File: config.mk
export PLATFORM = sky130hd
export DESIGN_NAME = scr1_pipe_vlsu
export DESIGN_NICKNAME = d
export VERILOG_FILES = /design/src/rtl/scr1_vlsu_pkg.sv /design/src/rtl/scr1_vlsu_agen.sv /design/src/rtl/scr1_pipe_vlsu.sv
export SDC_FILE = /design/constraint.sdc
export NUM_CORES = 1
export LEC_CHECK = 0
export ABC_AREA = 1
export ABC_CLOCK_PERIOD_IN_PS = 5350
export BUFFER_PORTS_ARGS = -buffer_cell sky130_fd_sc_hd__buf_2
export CAP_MARGIN = 20
export CORE_MARGIN = 1
export CORE_UTILIZATION = 45
export DETAILED_ROUTE_END_ITERATION = 12
export PLACE_DENSITY = 0.77
export SKIP_CTS_REPAIR_TIMING = 1
export SLEW_MARGIN = 20
export SYNTH_ARGS = -nofsm -noshare
export SYNTH_HDL_FRONTEND = slang
export SYNTH_SLANG_ARGS = --single-unit
File: constraint.sdc
create_clock -name clk -period 5.35 [get_ports clk]
set_input_delay 1.07 -clock clk [delete_from_list [all_inputs] [get_ports clk]]
set_output_delay 1.07 -clock clk [all_outputs]
set_load 0.03 [all_outputs]
File: src/rtl/scr1_vlsu_pkg.sv
// Shared types for the vector load/store sequencer: lane geometry, FSM states,
// command and data-memory response encodings.
package scr1_vlsu_pkg;

    localparam int LANE = 4;
    localparam int XLEN = 32;

    typedef logic [LANE-1:0][XLEN-1:0] type_vector;

    typedef enum logic [2:0] {
        VLSU_IDLE,
        VLSU_REQ,
        VLSU_RESP,
        VLSU_WB,
        VLSU_ERR,
        VLSU_DONE
    } type_scr1_vlsu_fsm_e;

    typedef enum logic {
        VLSU_CMD_LOAD  = 1'b0,
        VLSU_CMD_STORE = 1'b1
    } type_scr1_vlsu_cmd_e;

    localparam logic [1:0] DMEM_RESP_NOTRDY = 2'b00;
    localparam logic [1:0] DMEM_RESP_RDY    = 2'b01;
    localparam logic [1:0] DMEM_RESP_ER     = 2'b10;

endpackage

File: src/rtl/scr1_vlsu_agen.sv
// Lane address generator: loads base/stride on accept, steps by stride per
// completed lane (wrapping modulo 2^XLEN), flags misaligned base or stride.
module scr1_vlsu_agen
    import scr1_vlsu_pkg::*;
(
    input  logic            clk,
    input  logic            rst_n,
    input  logic            load,
    input  logic [XLEN-1:0] base,
    input  logic [XLEN-1:0] stride,
    input  logic            advance,
    output logic [XLEN-1:0] addr,
    output logic            misaligned
);

    logic [XLEN-1:0] stride_q;

    always_ff @(posedge clk or negedge rst_n) begin
        if (!rst_n) begin
            addr     <= '0;
            stride_q <= '0;
        end else if (load) begin
            addr     <= base;
            stride_q <= stride;
        end else if (advance) begin
            addr     <= addr + stride_q;
        end
    end

    // Word accesses only; a misaligned stride would misalign every later lane.
    assign misaligned = (base[1:0] != 2'b00) || (stride[1:0] != 2'b00);

endmodule

File: src/rtl/scr1_pipe_vlsu.sv
// Vector load/store sequencer: one operation in flight, issues LANE word
// accesses to data memory and writes assembled load vectors to the MPRF.
module scr1_pipe_vlsu
    import scr1_vlsu_pkg::*;
(
    input  logic            clk,
    input  logic            rst_n,
    input  logic            exu2vlsu_req,
    input  logic            exu2vlsu_cmd,
    input  logic [XLEN-1:0] exu2vlsu_base,
    input  logic [XLEN-1:0] exu2vlsu_stride,
    input  logic [4:0]      exu2vlsu_rd_addr,
    input  type_vector      exu2vlsu_sdata,
    output logic            vlsu2exu_ready,
    output logic            vlsu2exu_done,
    output logic            vlsu2exu_err,
    output logic            vlsu2dmem_req,
    output logic            vlsu2dmem_cmd,
    output logic [XLEN-1:0] vlsu2dmem_addr,
    output logic [XLEN-1:0] vlsu2dmem_wdata,
    input  logic            dmem2vlsu_req_ack,
    input  logic [1:0]      dmem2vlsu_resp,
    input  logic [XLEN-1:0] dmem2vlsu_rdata,
    output logic            vlsu2mprf_w_req,
    output logic [4:0]      vlsu2mprf_rd_addr,
    output logic            vlsu2mprf_rd_vec,
    output type_vector      vlsu2mprf_rd_data
);

    localparam int IW = (LANE > 1) ? $clog2(LANE) : 1;

    type_scr1_vlsu_fsm_e state, state_next;
    type_scr1_vlsu_cmd_e cmd_q;
    logic [4:0]          rd_addr_q;
    type_vector          sdata_q;
    type_vector          buf_q;
    logic [IW-1:0]       lane_idx;
    logic                err_q;
    logic                misaligned;
    logic                accept;
    logic                resp_rdy;
    logic                resp_err;
    logic                lane_last;

    assign accept    = exu2vlsu_req && (state == VLSU_IDLE);
    assign resp_rdy  = (state == VLSU_RESP) && (dmem2vlsu_resp == DMEM_RESP_RDY);
    assign resp_err  = (state == VLSU_RESP) && (dmem2vlsu_resp == DMEM_RESP_ER);
    assign lane_last = (lane_idx == IW'(LANE - 1));

    scr1_vlsu_agen i_agen (
        .clk        (clk),
        .rst_n      (rst_n),
        .load       (accept),
        .base       (exu2vlsu_base),
        .stride     (exu2vlsu_stride),
        .advance    (resp_rdy),
        .addr       (vlsu2dmem_addr),
        .misaligned (misaligned)
    );

    always_ff @(posedge clk or negedge rst_n) begin
        if (!rst_n) state <= VLSU_IDLE;
        else        state <= state_next;
    end

    always_comb begin
        state_next = state;
        case (state)
            VLSU_IDLE: if (exu2vlsu_req) state_next = misaligned ? VLSU_ERR : VLSU_REQ;
            VLSU_REQ:  if (dmem2vlsu_req_ack) state_next = VLSU_RESP;
            VLSU_RESP: begin
                if (resp_rdy) begin
                    if (!lane_last)                   state_next = VLSU_REQ;
                    else if (cmd_q == VLSU_CMD_STORE) state_next = VLSU_DONE;
                    else                              state_next = VLSU_WB;
                end else if (resp_err) begin
                    state_next = VLSU_ERR;
                end
            end
            VLSU_WB:   state_next = VLSU_DONE;
            VLSU_ERR:  state_next = VLSU_DONE;
            VLSU_DONE: state_next = VLSU_IDLE;
            default:   state_next = VLSU_IDLE;
        endcase
    end

    always_ff @(posedge clk or negedge rst_n) begin
        if (!rst_n) begin
            cmd_q     <= VLSU_CMD_LOAD;
            rd_addr_q <= '0;
            sdata_q   <= '0;
            lane_idx  <= '0;
            err_q     <= 1'b0;
        end else if (accept) begin
            cmd_q     <= type_scr1_vlsu_cmd_e'(exu2vlsu_cmd);
            rd_addr_q <= exu2vlsu_rd_addr;
            sdata_q   <= exu2vlsu_sdata;
            lane_idx  <= '0;
            err_q     <= 1'b0;
        end else begin
            if (resp_rdy)            lane_idx <= lane_idx + 1'b1;
            if (state == VLSU_ERR)   err_q    <= 1'b1;
        end
    end

    // Lanes not reached by the current load keep stale data; WB is only
    // entered after the last lane, so stale lanes are never written out.
    always_ff @(posedge clk or negedge rst_n) begin
        if (!rst_n) begin
            buf_q <= '0;
        end else if (resp_rdy && (cmd_q == VLSU_CMD_LOAD)) begin
            buf_q[lane_idx] <= dmem2vlsu_rdata;
        end
    end

    assign vlsu2exu_ready    = (state == VLSU_IDLE);
    assign vlsu2exu_done     = (state == VLSU_DONE);
    assign vlsu2exu_err      = (state == VLSU_DONE) && err_q;
    assign vlsu2dmem_req     = (state == VLSU_REQ);
    assign vlsu2dmem_cmd     = cmd_q;
    assign vlsu2dmem_wdata   = sdata_q[lane_idx];
    assign vlsu2mprf_w_req   = (state == VLSU_WB);
    assign vlsu2mprf_rd_addr = rd_addr_q;
    assign vlsu2mprf_rd_vec  = 1'b1;
    assign vlsu2mprf_rd_data = buf_q;

endmodule

==> impl_summary.log <==
INFO  metric post_drt_wl_per_cell = 16.1 um
INFO  metric fill_cells = 3257
INFO  metric htree_num_levels = 2
INFO  metric max_freq = 275 MHz
INFO  metric clock_sink_count = 332
INFO  metric cts.clk_slew.worst_paths = 0.06 ns
INFO  metric wl_met3 = 4380 um
INFO  metric yosys.cell_types.count = 35
INFO  metric holdWs = 0.463 ns
INFO  metric detailedPlacementHpwl = 33900 um
INFO  metric swShare = 0.460
INFO  metric core_region_area = 34900 um^2
INFO  metric worstHoldEndpoint = sdata_q[33]
INFO  metric critical_path.startpoint_type = flip-flop
INFO  metric holdCritStartpoint = sdata_q[33]
INFO  metric worstReg2RegStart = state[0]
INFO  metric min_period = 3.64 ns
INFO  metric avgViaCountPerCell = 5.05
INFO  metric number_of_flip_flops_and_latches_in_the_synthesized_netlist = 332
INFO  metric crit_path_max_fanout = 35
INFO  metric final_slew_viol_count = 0
INFO  metric period_share = 0.680
INFO  metric final_cell_count_no_fill = 2948
INFO  metric critical_path_required = 4.28 ns
INFO  metric multi_input_area = 6620 um^2
INFO  metric power_density = 622 nW/um^2
INFO  metric area.sequential = 8310 um^2
INFO  metric leakagePower = 11.4 nW
INFO  metric netSwitchingPower = 0.00562 W
INFO  metric max_cap_violations = 0
INFO  metric die_area = 36500 um^2
INFO  metric maxUsedRoutingLayer = met5
INFO  metric synthCells = 2073
INFO  metric p_total = 0.0122 W
INFO  metric grt_setup_unrepaired = no
INFO  metric route.met2.wl = 21900 um
INFO  metric grt_antenna_before_repair = 6
INFO  metric grt_pass1_vias = 14500
INFO  metric drtPass1Iterations = 5
INFO  metric setup_viol = 0
INFO  metric timing.setup.critical_path_class = flip-flop to primary output
INFO  metric cts.path.max_buffers = 3
INFO  metric post-place-cells = 2883
INFO  metric postSynthNetCount = 2345
INFO  metric flow.area_growth_from_synthesis = 22.0%
INFO  metric tns = 0 ns
INFO  metric via_count = 14900
INFO  metric syn-mean-instance-area = 7.76 um^2
INFO  metric place_congestion = 0.935
INFO  metric cts_made_buffers = 37
INFO  metric chipWidth = 191 um
INFO  metric timing_worst_slew_pin_value = 0.877 ns
INFO  metric crit-reg2reg-capture = sdata_q[81]
INFO  metric drcViolationCount = 0
INFO  metric p_seq_frac = 0.326
INFO  metric final-hold-violation-count = 0
INFO  metric ioPinCount = 440
INFO  metric ys_seq_area_frac = 0.516
INFO  metric final_net_count = 2739
INFO  metric share_clk_of_total_power = 0.201
INFO  metric routed_wirelength = 47500 um
INFO  metric timing.slew.headroom = 0.415
INFO  metric setup.worst_path.end_class = primary output
INFO  metric route.antenna.remaining_nets = 0
INFO  metric root_buf_cell = clkbuf_16
INFO  metric vdd_ir_drop_max = 0.359 mV
INFO  metric grt.total_usage = 0.257
INFO  metric timing.critical_path.arrival = 2.57 ns
INFO  metric tritoncts_clock_tree = yes
INFO  metric globalRouteOverflowTotal = 0
INFO  metric grt_first_pass_wirelength = 74400 um
INFO  metric grt_max_degree = 116
INFO  metric finalClockSkew = 0.0207 ns
INFO  metric floorplan.rows = 68
INFO  metric r2r_cells = 7
INFO  metric comb_power_share = 0.473
INFO  metric worst-r2r-setup-slack = 2.40 ns
INFO  metric detailed_place.area = 18500 um^2
INFO  metric min-delay-path-class = flip-flop to flip-flop
INFO  metric clock_insertion_delay_worst_skew = 0.54 ns
INFO  metric yosys_warnings = 0
INFO  metric initial_utilization = 0.461
INFO  metric status = finished clean
INFO  metric place.port_buffers = 438
INFO  metric design_area = 19600 um^2
INFO  metric min_path_cells = 2
INFO  metric drt-initial-drc-count = 1009
INFO  metric post_synth_instance_area = 16100 um^2
INFO  metric post_route_cells_drive_above_1_share = 0.219
INFO  metric chipHeight = 191 um
INFO  metric internal-power = 0.00660 W
INFO  metric wl_met1 = 19700 um
[layout by cell type (no fill, tap or decap), drive strengths merged]
cell type	netlist	routed
a21o	1	1
a21oi	23	23
a221oi	1	1
and2	1	1
buf	74	450
bufinv	0	1
clkbuf	21	49
clkinv	0	10
clkinvlp	0	1
conb	1	1
dfrtp	332	332
diode	0	3
fa	1	1
ha	35	35
inv	176	177
nand2	929	929
nand3	45	45
nand3b	1	1
nand4	3	3
nor2	125	125
nor3	7	7
nor4	1	1
o211ai	6	6
o21ai	235	235
o21bai	5	5
o22ai	34	34
or2	1	1
xnor2	6	6
xor2	9	9
[worst max path at each step]
stage,cells past startpoint,slack (ns),end,start
after detailed placement,7,1.85,sdata_q[93],exu2vlsu_req
after floorplan,6,2.60,vlsu2dmem_wdata[23],lane_idx[0]
final,6,1.71,vlsu2dmem_wdata[5],lane_idx[1]
after CTS,6,1.70,vlsu2dmem_wdata[2],lane_idx[1]
after global routing,6,1.51,vlsu2dmem_wdata[2],lane_idx[1]
after global placement,7,1.90,sdata_q[96],exu2vlsu_req
[cells in the mapped netlist (all sizes together)]
master  instances  area (um^2)
clkbuf         21         78.8
nand3b          1         7.51
a21o            1         7.51
o211ai          6         45.0
xor2            9         78.8
buf            74          427
or2             1         6.26
o21bai          5         37.5
xnor2           6         52.6
conb            1         3.75
and2            1         6.26
a221oi          1         8.76
nor4            1         6.26
inv           176          661
nor2          125          517
o21ai         235         1260
a21oi          23          115
fa              1         20.0
ha             35          438
o22ai          34          213
nand4           3         18.8
dfrtp         332         8310
nand3          45          225
nand2         929         3520
nor3            7         35.0
[per-stage QoR]
step           utilization  setup WS, ns
3_5_place_dp         0.530          1.85
2_1_floorplan            -          2.60
6_report             0.563          1.71
5_1_grt              0.563          1.51
4_1_cts              0.563          1.70
3_3_place_gp         0.530          1.90
[cell families (layout without fill, tap and decap cells)]
| family | count (synthesis) | in the layout | share of synthesized area |
|---|---|---|---|
| AND/OR/NAND/NOR | 1113 | 1113 | 0.270 |
| flip-flops | 332 | 332 | 0.516 |
| AO/OA/AOI/OAI | 305 | 305 | 0.105 |
| buffers and inverters | 271 | 688 | 0.0724 |
| adder cells (fa/ha/maj) | 36 | 36 | 0.0284 |
| XOR/XNOR | 15 | 15 | 0.00816 |
| other | 1 | 4 | 0.000233 |
[critical path, cell delays in order (launching register included)]
cell,delay [ns]
dfrtp_1,0.35
buf_4,0.25
inv_1,0.52
buf_4,0.36
o21ai_0,0.14
o22ai_1,0.16
buf_2,0.23
[registers in the layout, summed over array words and instances (netlist names)]
| signal | flops |
|---|---|
| err_q | 1 |
| i_agen.addr | 32 |
| i_agen.stride_q | 32 |
| lane_idx | 2 |
| sdata_q | 128 |
| state | 3 |
| vlsu2dmem_cmd | 1 |
| vlsu2mprf_rd_addr | 5 |
| vlsu2mprf_rd_data | 128 |
[metal layers]
layer | vias up | GRT usage
met2 | 595 | 0.419
met5 | - | 0
met1 | 6933 | 0.330
li1 | 7262 | -
met4 | 4 | 0.0919
met3 | 93 | 0.0661
[power by group through the flow]
stage          combinational (W)  clock [W]  sequential [W]
2_1_floorplan            0.00360          0         0.00449
3_3_place_gp             0.00563          0         0.00397
3_5_place_dp             0.00575          0         0.00401
4_1_cts                  0.00578    0.00249         0.00398
5_1_grt                  0.00648    0.00258         0.00409
6_report                 0.00578    0.00245         0.00399
[area by class of cell]
cell class,count,area share
Tap cell,455,0.0290
Sequential cell,332,0.423
Timing Repair Buffer,450,0.118
Inverter,176,0.0339
Multi-Input combinational cell,1470,0.337
Clock inverter,13,0.00548
Antenna cell,3,0.000382
Clock buffer,49,0.0531
No activity file was read; power rests on OpenSTA's default activity.
